==> config.mk <==
export PLATFORM = sky130hd
export DESIGN_NAME = small_quad_osc_flat
export DESIGN_NICKNAME = d
export VERILOG_FILES = /design/src/rtl/small_filters_pkg.sv /design/src/rtl/small_quad_osc_if.sv /design/src/rtl/small_osc_core.sv /design/src/rtl/small_quad_osc.sv /design/src/flat_wrapper.sv
export SDC_FILE = /design/constraint.sdc
export NUM_CORES = 1
export LEC_CHECK = 0
export ABC_AREA = 1
export CAP_MARGIN = 20
export CORE_UTILIZATION = 45
export DETAILED_ROUTE_END_ITERATION = 8
export PLACE_DENSITY = 0.74
export SYNTH_ARGS = -nofsm -noshare
export SYNTH_HDL_FRONTEND = slang
export SYNTH_SLANG_ARGS = --single-unit
==> constraint.sdc <==
create_clock -name clk -period 7 [get_ports clk]
set_clock_uncertainty 0.15 [all_clocks]
set_input_delay 1.05 -clock clk [delete_from_list [all_inputs] [get_ports clk]]
set_output_delay 1.05 -clock clk [all_outputs]
set_load 0.005 [all_outputs]
==> src/rtl/small_filters_pkg.sv <==
`default_nettype none
// ============================================================================
// Package : small_filters_pkg
// Brief   : Shared types and helpers for the small filter / oscillator family:
//           oscillator state encoding and a width-generic saturating adder.
// Rev     : 1.0  initial release
// ============================================================================
package small_filters_pkg;

  // Oscillator control states.
  typedef enum logic [1:0] {
    IDLE  = 2'd0,
    SEED  = 2'd1,
    RUN   = 2'd2,
    DRAIN = 2'd3
  } osc_state_t;

  // Adds two sign-extended operands and saturates the sum to a signed range
  // of w bits. The caller narrows the 64-bit return value to w bits; sat
  // reports that the true sum did not fit.
  function automatic logic signed [63:0] sat_add(
    input  logic signed [63:0] a,
    input  logic signed [63:0] b,
    input  int                 w,
    output logic               sat
  );
    logic signed [63:0] sum;
    logic signed [63:0] hi;
    logic signed [63:0] lo;
    logic signed [63:0] res;
    sum = a + b;
    hi  = (64'sd1 <<< (w - 1)) - 64'sd1;
    lo  = -hi - 64'sd1;
    sat = 1'b0;
    res = sum;
    if (sum > hi) begin
      res = hi;
      sat = 1'b1;
    end else if (sum < lo) begin
      res = lo;
      sat = 1'b1;
    end
    return res;
  endfunction

endpackage
`default_nettype wire

==> src/rtl/small_quad_osc_if.sv <==
`default_nettype none
// ============================================================================
// Interface : small_quad_osc_if
// Brief     : Valid/ready sample-pair stream of the quadrature oscillator.
//             master = producer (oscillator), slave = consumer.
// Rev       : 1.0  initial release
// ============================================================================
interface small_quad_osc_if #(
  parameter int WIDTH = 16
) ();

  logic signed [WIDTH-1:0] sinOut;
  logic signed [WIDTH-1:0] cosOut;
  logic                    outValid;
  logic                    outReady;
  logic                    zeroCross;

  modport master (
    output sinOut,
    output cosOut,
    output outValid,
    output zeroCross,
    input  outReady
  );

  modport slave (
    input  sinOut,
    input  cosOut,
    input  outValid,
    input  zeroCross,
    output outReady
  );

endinterface
`default_nettype wire

==> src/rtl/small_osc_core.sv <==
`default_nettype none
// ============================================================================
// Module : small_osc_core
// Brief  : Magic-circle rotation datapath: cosine/sine accumulators, one
//          shift-only rotation step, optional accumulator saturation.
// Config : SMALL_QUAD_OSC_CLAMP_EN defined   -> accumulators saturate
//          SMALL_QUAD_OSC_CLAMP_EN undefined -> accumulators wrap
// Rev    : 1.0  initial release
// ============================================================================
module small_osc_core #(
  parameter int FREQ_SHIFT = 8,
  parameter int WIDTH      = 16
) (
  input  wire                     clk,
  input  wire                     rst,
  input  wire                     i_clear,
  input  wire                     i_seed,
  input  wire                     i_step,
  input  wire        [WIDTH-1:0]  i_amp,
  output logic signed [WIDTH-1:0] o_cos_smp,
  output logic signed [WIDTH-1:0] o_sin_smp,
  output logic                    o_zero_cross,
  output logic                    o_clamp
);
  import small_filters_pkg::*;

  localparam int c_ACC_W = WIDTH + FREQ_SHIFT;

  logic signed [c_ACC_W-1:0] r_c_acc;
  logic signed [c_ACC_W-1:0] r_s_acc;
  logic signed [c_ACC_W-1:0] w_s_shr;
  logic signed [c_ACC_W-1:0] w_c_next;
  logic signed [c_ACC_W-1:0] w_c_shr;
  logic signed [c_ACC_W-1:0] w_s_next;
  logic                      w_c_sat;
  logic                      w_s_sat;

  // Rotation step: cosine first, then sine from the updated cosine.
  always_comb begin
    w_c_sat = 1'b0;
    w_s_sat = 1'b0;
    w_s_shr = r_s_acc >>> FREQ_SHIFT;
`ifdef SMALL_QUAD_OSC_CLAMP_EN
    w_c_next = c_ACC_W'(sat_add(64'(r_c_acc), -64'(w_s_shr), c_ACC_W, w_c_sat));
    w_c_shr  = w_c_next >>> FREQ_SHIFT;
    w_s_next = c_ACC_W'(sat_add(64'(r_s_acc), 64'(w_c_shr), c_ACC_W, w_s_sat));
`else
    // Wrapping result is just the low bits of the wide sum.
    w_c_next = c_ACC_W'(64'(r_c_acc) - 64'(w_s_shr));
    w_c_shr  = w_c_next >>> FREQ_SHIFT;
    w_s_next = c_ACC_W'(64'(r_s_acc) + 64'(w_c_shr));
`endif
  end

  // Accumulator register: clear beats seed beats step.
  always_ff @(posedge clk or negedge rst) begin
    if (!rst) begin
      r_c_acc <= '0;
      r_s_acc <= '0;
    end else if (i_clear) begin
      r_c_acc <= '0;
      r_s_acc <= '0;
    end else if (i_seed) begin
      r_c_acc <= $signed({i_amp, {FREQ_SHIFT{1'b0}}});
      r_s_acc <= '0;
    end else if (i_step) begin
      r_c_acc <= w_c_next;
      r_s_acc <= w_s_next;
    end
  end

  // Samples are the accumulators with the fractional guard bits dropped.
  assign o_cos_smp    = w_c_next[c_ACC_W-1:FREQ_SHIFT];
  assign o_sin_smp    = w_s_next[c_ACC_W-1:FREQ_SHIFT];
  assign o_zero_cross = r_s_acc[c_ACC_W-1] & ~w_s_next[c_ACC_W-1];
  assign o_clamp      = i_step & (w_c_sat | w_s_sat);

endmodule
`default_nettype wire

==> src/rtl/small_quad_osc.sv <==
`default_nettype none
// ============================================================================
// Module : small_quad_osc
// Brief  : Shift-only quadrature sine/cosine generator. One rotation step per
//          accepted en strobe, sample pairs on a valid/ready stream, with
//          start/stop control, amplitude seeding and zero-crossing marks.
// Config : SMALL_QUAD_OSC_CLAMP_EN -> saturating accumulators, clampFlag live
// Rev    : 1.0  initial release
// ============================================================================
module small_quad_osc #(
  parameter int FREQ_SHIFT = 8,
  parameter int WIDTH      = 16
) (
  input  wire               clk,
  input  wire               rst,
  input  wire               en,
  input  wire               start,
  input  wire               stop,
  input  wire  [WIDTH-1:0]  amp,
  small_quad_osc_if.master  osc_if,
  output logic              running,
  output logic              overrun,
  output logic              clampFlag
);
  import small_filters_pkg::*;

  osc_state_t              r_state;
  osc_state_t              w_state_next;
  logic                    w_step;
  logic                    w_accept;
  logic                    w_drop;
  logic                    w_enter_idle;
  logic                    w_enter_seed;
  logic signed [WIDTH-1:0] w_cos_smp;
  logic signed [WIDTH-1:0] w_sin_smp;
  logic                    w_zc;
  logic                    w_clamp_pulse;
  logic signed [WIDTH-1:0] r_cos;
  logic signed [WIDTH-1:0] r_sin;
  logic                    r_zc;
  logic                    r_valid;
  logic                    r_overrun;
  logic                    r_clamp;

  // A strobe steps only in RUN and only if the output slot is free this cycle.
  assign w_accept     = r_valid & osc_if.outReady;
  assign w_step       = (r_state == RUN) & en & (~r_valid | osc_if.outReady);
  assign w_drop       = (r_state == RUN) & en & r_valid & ~osc_if.outReady;
  assign w_enter_idle = (r_state != IDLE) & (w_state_next == IDLE);
  assign w_enter_seed = (r_state != SEED) & (w_state_next == SEED);

  small_osc_core #(
    .FREQ_SHIFT (FREQ_SHIFT),
    .WIDTH      (WIDTH)
  ) u_core (
    .clk          (clk),
    .rst          (rst),
    .i_clear      (w_enter_idle),
    .i_seed       (r_state == SEED),
    .i_step       (w_step),
    .i_amp        (amp),
    .o_cos_smp    (w_cos_smp),
    .o_sin_smp    (w_sin_smp),
    .o_zero_cross (w_zc),
    .o_clamp      (w_clamp_pulse)
  );

  // State register.
  always_ff @(posedge clk or negedge rst) begin
    if (!rst) r_state <= IDLE;
    else      r_state <= w_state_next;
  end

  // Next-state logic; stop wins over start, DRAIN ignores start.
  always_comb begin
    w_state_next = r_state;
    case (r_state)
      IDLE:    if (start) w_state_next = SEED;
      SEED:    w_state_next = stop ? DRAIN : RUN;
      RUN: begin
        if (stop)       w_state_next = DRAIN;
        else if (start) w_state_next = SEED;
      end
      DRAIN:   if (!r_valid || osc_if.outReady) w_state_next = IDLE;
      default: w_state_next = IDLE;
    endcase
  end

  // Output pair register: loads on a step, empties on a bare accept,
  // and is zeroed whenever the oscillator falls back to IDLE.
  always_ff @(posedge clk or negedge rst) begin
    if (!rst) begin
      r_cos   <= '0;
      r_sin   <= '0;
      r_zc    <= 1'b0;
      r_valid <= 1'b0;
    end else if (w_enter_idle) begin
      r_cos   <= '0;
      r_sin   <= '0;
      r_zc    <= 1'b0;
      r_valid <= 1'b0;
    end else if (w_step) begin
      r_cos   <= w_cos_smp;
      r_sin   <= w_sin_smp;
      r_zc    <= w_zc;
      r_valid <= 1'b1;
    end else if (w_accept) begin
      r_valid <= 1'b0;
    end
  end

  // Sticky flags, cleared when a new seed begins.
  always_ff @(posedge clk or negedge rst) begin
    if (!rst) begin
      r_overrun <= 1'b0;
      r_clamp   <= 1'b0;
    end else if (w_enter_seed) begin
      r_overrun <= 1'b0;
      r_clamp   <= 1'b0;
    end else begin
      if (w_drop)        r_overrun <= 1'b1;
      if (w_clamp_pulse) r_clamp   <= 1'b1;
    end
  end

  assign osc_if.cosOut    = r_cos;
  assign osc_if.sinOut    = r_sin;
  assign osc_if.zeroCross = r_zc;
  assign osc_if.outValid  = r_valid;
  assign running          = (r_state == SEED) | (r_state == RUN);
  assign overrun          = r_overrun;
`ifdef SMALL_QUAD_OSC_CLAMP_EN
  assign clampFlag        = r_clamp;
`else
  assign clampFlag        = 1'b0;
`endif

endmodule
`default_nettype wire

==> src/flat_wrapper.sv <==
// flat-port wrapper written by rule: the top's interface ports become plain ports
module small_quad_osc_flat import small_filters_pkg::*;
#(
  parameter int FREQ_SHIFT = 8,
  parameter int WIDTH      = 16
)
  (clk, rst, en, start, stop, amp, running, overrun, clampFlag, osc_if_sinOut, osc_if_cosOut, osc_if_outValid, osc_if_zeroCross, osc_if_outReady);
  small_quad_osc_if #(.WIDTH(WIDTH)) osc_if_i ();
  input  wire clk;
  input  wire rst;
  input  wire en;
  input  wire start;
  input  wire stop;
  input  wire  [WIDTH-1:0] amp;
  output logic running;
  output logic overrun;
  output logic clampFlag;
  output wire logic [$bits(osc_if_i.sinOut)-1:0] osc_if_sinOut;
  output wire logic [$bits(osc_if_i.cosOut)-1:0] osc_if_cosOut;
  output wire logic [$bits(osc_if_i.outValid)-1:0] osc_if_outValid;
  output wire logic [$bits(osc_if_i.zeroCross)-1:0] osc_if_zeroCross;
  input wire logic [$bits(osc_if_i.outReady)-1:0] osc_if_outReady;
  assign osc_if_sinOut = osc_if_i.sinOut;
  assign osc_if_cosOut = osc_if_i.cosOut;
  assign osc_if_outValid = osc_if_i.outValid;
  assign osc_if_zeroCross = osc_if_i.zeroCross;
  assign osc_if_i.outReady = osc_if_outReady;
  small_quad_osc #(.FREQ_SHIFT(FREQ_SHIFT), .WIDTH(WIDTH)) u_core (.clk(clk), .rst(rst), .en(en), .start(start), .stop(stop), .amp(amp), .osc_if(osc_if_i), .running(running), .overrun(overrun), .clampFlag(clampFlag));
endmodule
==> reports/results.ini, run 1 <==
[floorplan]
dieHeight_um = 119
die_w_um = 119
die_area_um2 = 14200
coreArea_um2 = 13300
row_count = 42
num_io_pins = 59
initial_utilization = 0.465

[global_routing]
gr-total-overflow = 0
grt_pass1_vias = 5593
grtUsageMet3 = 0.0536
grtUsageTotal = 0.273
grtUsageMet2 = 0.416
grt.met1_usage = 0.382
grt_max_degree = 64
grt_first_pass_wirelength_um = 29500
antenna_found_initial = 0
grt_busiest_layer = met2

[clock_network]
cts_tree = built
post-cts-setup-buffers = 0
clock_path_buffers = 2
clk_pin_slew_ns = 0.06
root_buffer = clkbuf_16
ctsHoldBuffers = 0
cts_sinks = 85
htreeDepth = 3
cts.repair.resized = 0
clk_latency_ns = 0.36
cts_buffers = 9

[setup_path]
slowest_stage = a21boi_1
required_ns = 7.06
cp-end-kind = flip-flop
cp.arrival_ns = 4.37
crit_type = flip-flop to flip-flop
cp_max_fo = 4
start_kind = flip-flop
cp_slowest_stage_delay_ns = 0.44
r2r_slack_ns = 2.69
cp_cell_sequence = inv_1, ha_1, a21oi_1, o21ai_1, a21oi_2, o21ai_1, xnor2_1, inv_1, ha_1, fa_1, nand3_1, nand3_1, a21boi_1, o21ai_1, nand2_1, nand2_1, nor2_1, nor2_1, nand2_1, o22ai_1

[placed_design]
dp.cells = 1069
place.gp.congestion = 0.969
placed_area_um2 = 6880
dp_hpwl_um = 13900
io_buffer_count = 57

[timing]
grt_setup_unrepaired = no
max_freq_mhz = 232
hold_viol = 0
worstMarginPinSlew_ns = 0.973
max_slew_margin = 0.350
slew_viol_final = 0
setup_tns_ns = 0
timing.final.crit_share = 0.616
period_minus_slack_ns = 4.31
setup_violations = 0

[synth]
synth-edff-count = 0
synth_area_um2 = 6180
ys_async_sr_fraction = 1.00
synth.distinct_cells = 46
synth_top_flop_cell = dfrtp_1
yosysSeqAreaShare = 0.344
synth_area_per_cell_um2 = 7.25
ys_warn_count = 0
synthCells = 852
synth_nets = 929
synth-seq-cells = 85

[route]
drtIter0Drc = 540
first_pass_iters = 5
ant_nets = 0
routed_wl_um = 18500
wl_per_cell_um = 17.1
vias = 5963
avgViaCountPerCell = 5.50
drc_errors = 0

[finish]
nets = 981
n_antenna_cell = 0
final_cells = 1085
drive_gt1_frac = 0.0440
fill_cells = 1270
layout_commonest_cell = nand2_1
final_cell_mix = nand2_1, inv_1, dfrtp_1
area_growth_pct = 16.5
final_cell_area_um2 = 7200

[flow_run]
drv_cap = 0

[run_status]
outcome = finished clean

[worst_hold_path]
hp-class = flip-flop to flip-flop

area by class of cell:
type / instances / area, um2 / share of cell area
Clock buffer: 12 / 267 / 0.0370
Clock inverter: 4 / 53.8 / 0.00747
Inverter: 105 / 395 / 0.0549
Multi-Input combinational cell: 644 / 3550 / 0.494
Sequential cell: 85 / 2130 / 0.295
Tap cell: 176 / 220 / 0.0306
Timing Repair Buffer: 59 / 583 / 0.0810
critical path: cells and delay by family (launching register included):
| family | cells | cell delay [ns] |
|---|---|---|
| flops | 1 | 0.40 |
| compound gates | 7 | 1.46 |
| fa+ha+maj | 3 | 0.94 |
| xor+xnor | 1 | 0.25 |
| buf+inv | 2 | 0.26 |
| simple gates | 7 | 0.69 |
Yosys cell counts, types with 11 or more instances:
cell type / n / share of area
nand2_1: 226 / 0.14
inv_1: 95 / 0.058
dfrtp_1: 85 / 0.34
o21ai_1: 76 / 0.062
nor2_1: 75 / 0.046
a21oi_1: 53 / 0.043
ha_1: 53 / 0.11
nand3_1: 39 / 0.032
nand4_1: 16 / 0.016
xor2_1: 15 / 0.021
o21ai_0: 14 / 0.011
xnor2_1: 11 / 0.016
logic make-up (layout without fill, tap and decap cells):
family,Yosys count,count (layout),share of synthesized area
compound gates,184,184,0.167
other cells,1,1,0.000607
buf+inv,123,180,0.0806
flops,85,85,0.344
simple gates,378,378,0.257
xor+xnor,26,26,0.0369
fa+ha+maj,55,55,0.114
final timing paths:
path	end	from	cells after the start
worst max-delay path	u_core.u_core.r_s_acc[12]	u_core.u_core.r_s_acc[13]	20
worst min-delay path	u_core.osc_if.sinOut[5]	u_core.osc_if.sinOut[5]	2
worst max register to register	u_core.u_core.r_s_acc[12]	u_core.u_core.r_s_acc[13]	20
worst min register to register	u_core.osc_if.sinOut[5]	u_core.osc_if.sinOut[5]	2
max in group asynchronous	u_core.osc_if.outValid	rst	2
min in group asynchronous	u_core.osc_if.sinOut[7]	rst	1
layer usage:
layer	vias to the layer above	part of all wire
met3	37	0.072
li1	2917	-
met1	2791	0.46
met5	-	0
met4	0	0.030
met2	218	0.43
per-stage QoR:
step           hold WS [ns]   util  setup WS (ns)
6_report              0.331  0.542           2.69
5_1_grt               0.364  0.542           2.34
4_1_cts               0.333  0.542           2.76
3_5_place_dp          0.318  0.517           2.79
3_3_place_gp          0.313  0.517           2.83
2_1_floorplan         0.305      -           3.48
registers in the layout (all words and copies together), names as in the netlist:
name,flops
u_core.osc_if.zeroCross,1
u_core.u_core.r_s_acc,24
u_core.u_core.r_c_acc,24
u_core.overrun,1
u_core.r_state,2
u_core.osc_if.sinOut,16
u_core.osc_if.cosOut,16
u_core.osc_if.outValid,1
Power of run 1 is not shown: default switching activity piles up to over one toggle a cycle in this logic, so the estimate is an artifact.
==> run 2: changes to the inputs <==
clock period = 4.3 ns   (was 7 ns; I/O delays follow)
==> run 2 against run 1 <==
Against the previous run: setup slack worse by 2.4 ns; clock-buffer cell count shrank 2; via count decreased by 0.96%; final cell count grew 1.5%; maximum frequency grew 7.1%; utilization rose by 1.3 points; critical path type unchanged; global-route usage is 0.52 points higher; first-iteration DRC count fell by 3.5%; design area rose by 2.3%; hold slack got worse by 0.062 ns; die area unchanged; sequential share of layout area decreased by 0.67 points.
==> reports/results.ini, run 2 (synthesized netlist as in run 1, its figures left out) <==
[run_status]
outcome = finished clean

[timing]
period_minus_slack_ns = 4.02  ; -0.286 ns
fin_hold_ws_ns = 0.269  ; -0.0621 ns
timing.final.crit_share = 0.936  ; +0.320
max_freq_mhz = 248  ; +7.1%
hold_viol = 0  ; unchanged
worstMarginPinSlew_ns = 0.928  ; -0.0448 ns
slew_viol_final = 0  ; unchanged
max_slew_margin = 0.381  ; +0.0314
setup_violations = 0  ; unchanged

[finish]
area_growth_pct = 19.2
regArea_um2 = 2130  ; unchanged
fill_cells = 1281  ; +0.87%
multi_input_area_um2 = 3610  ; +1.7%
nets = 997  ; +1.6%
reg_top3 = u_core.u_core.r_c_acc (24), u_core.u_core.r_s_acc (24)
n_antenna_cell = 0  ; unchanged
final_cell_mix = nand2_1, inv_1, dfrtp_1
drive_gt1_frac = 0.0724  ; +0.0284
layout_commonest_cell = nand2_1

[route]
ant_nets = 0  ; unchanged
routed_wl_um = 18600  ; +0.69%
avgViaCountPerCell = 5.36  ; -2.4%
first_pass_iters = 6  ; +1
wl_per_cell_um = 16.9  ; -0.78%
drc_errors = 0  ; unchanged
vias = 5906  ; -0.96%
drtIter0Drc = 521  ; -3.5%

[setup_path]
required_ns = 4.43  ; -2.63 ns
r2r_slack_ns = 0.28  ; -2.41 ns
cp-end-kind = flip-flop
start_kind = flip-flop
cp.arrival_ns = 4.16  ; -0.21 ns
crit_type = flip-flop to flip-flop
cp_max_fo = 4  ; unchanged

[placed_design]
io_buffer_count = 57  ; unchanged
place.gp.congestion = 1.05  ; +8.5%
dp_hpwl_um = 14100  ; +1.5%

[worst_hold_path]
hp-class = primary input to asynchronous set/reset pin

[floorplan]
initial_utilization = 0.465  ; unchanged
dieHeight_um = 119  ; unchanged
die_area_um2 = 14200  ; unchanged
row_count = 42  ; unchanged
coreArea_um2 = 13300  ; unchanged
die_w_um = 119  ; unchanged
num_io_pins = 59  ; unchanged

[clock_network]
root_buffer = clkbuf_16
htreeDepth = 3  ; unchanged
clock_path_buffers = 2  ; unchanged
clk_pin_slew_ns = 0.07  ; about the same
ctsHoldBuffers = 0  ; unchanged
cts_tree = built
cts_buffers = 9  ; unchanged
cts_sinks = 85  ; unchanged
clk_latency_ns = 0.36  ; about the same

[global_routing]
grt_pass1_vias = 5815  ; +4.0%
grt_max_degree = 72  ; +13%
gr-total-overflow = 0  ; unchanged
grt_first_pass_wirelength_um = 30300  ; +2.7%
grtUsageTotal = 0.278  ; +0.00518
antenna_found_initial = 0  ; unchanged

[flow_run]
drv_cap = 0  ; unchanged

[run 2: cell types whose count changed in the layout (fill, tap and decap cells not counted), sizes merged]
cell,delta
inv,+1
clkinv,+2
clkinvlp,-1
clkbuf,-2
buf,+16
[run 2: what timing repair did]
action,CTS,global route
endpoints found under the setup margin,0,27
gates resized for setup,0,12
buffers inserted,0,0
[run 2: final cells by class]
| cell class | count | area share |
|---|---|---|
| Clock buffer | 10 | 0.0324 |
| Clock inverter | 6 | 0.00934 |
| Inverter | 105 | 0.0537 |
| Multi-Input combinational cell | 644 | 0.490 |
| Sequential cell | 85 | 0.289 |
| Tap cell | 176 | 0.0299 |
| Timing Repair Buffer | 75 | 0.0954 |
[run 2: worst paths after layout]
check | start | to | cells past startpoint
max reg2reg | u_core.u_core.r_s_acc[13] | u_core.u_core.r_s_acc[18] | 19
max | u_core.u_core.r_s_acc[13] | u_core.u_core.r_s_acc[18] | 19
min | rst | u_core.osc_if.cosOut[0] | 1
min reg2reg | u_core.osc_if.sinOut[11] | u_core.osc_if.sinOut[11] | 2
min in group clk | u_core.osc_if.sinOut[11] | u_core.osc_if.sinOut[11] | 2
max in group asynchronous | rst | u_core.osc_if.sinOut[11] | 2
[run 2: metal layers]
layer  vias to the layer above  GRT usage  part of all wire
li1                       2958          -                 -
met1                      2720      0.384              0.46
met2                       190      0.422              0.44
met3                        38     0.0603             0.070
met4                         0      0.110             0.032
met5                         -          0                 0
[run 2: through the flow]
stage	setup WS (ns)	utilization	TNS [ns]	cells	area, um2
2_1_floorplan	0.780	-	0	852	6180
3_3_place_gp	0.209	0.526	0	1085	7000
3_5_place_dp	0.247	0.526	0	1085	7000
4_1_cts	0.177	0.550	0	1101	7310
5_1_grt	-0.0475	0.554	-0.0997	1101	7370
6_report	0.275	0.554	0	1101	7370
[run 2: critical path, stage by stage (launching register included)]
cell and delay, ns:
dfrtp_1 0.38, inv_1 0.07, ha_1 0.35, a21oi_1 0.19
o21ai_1 0.12, a21oi_2 0.25, o21ai_1 0.11, xnor2_1 0.25
inv_1 0.10, ha_1 0.22, fa_1 0.41, nand3_1 0.08
nand3_1 0.22, a21boi_4 0.28, o21ai_1 0.13, a21oi_1 0.25
inv_1 0.07, nand2_1 0.06, nand3_1 0.10, o21ai_1 0.13
Power of run 2 is left out for the same reason.
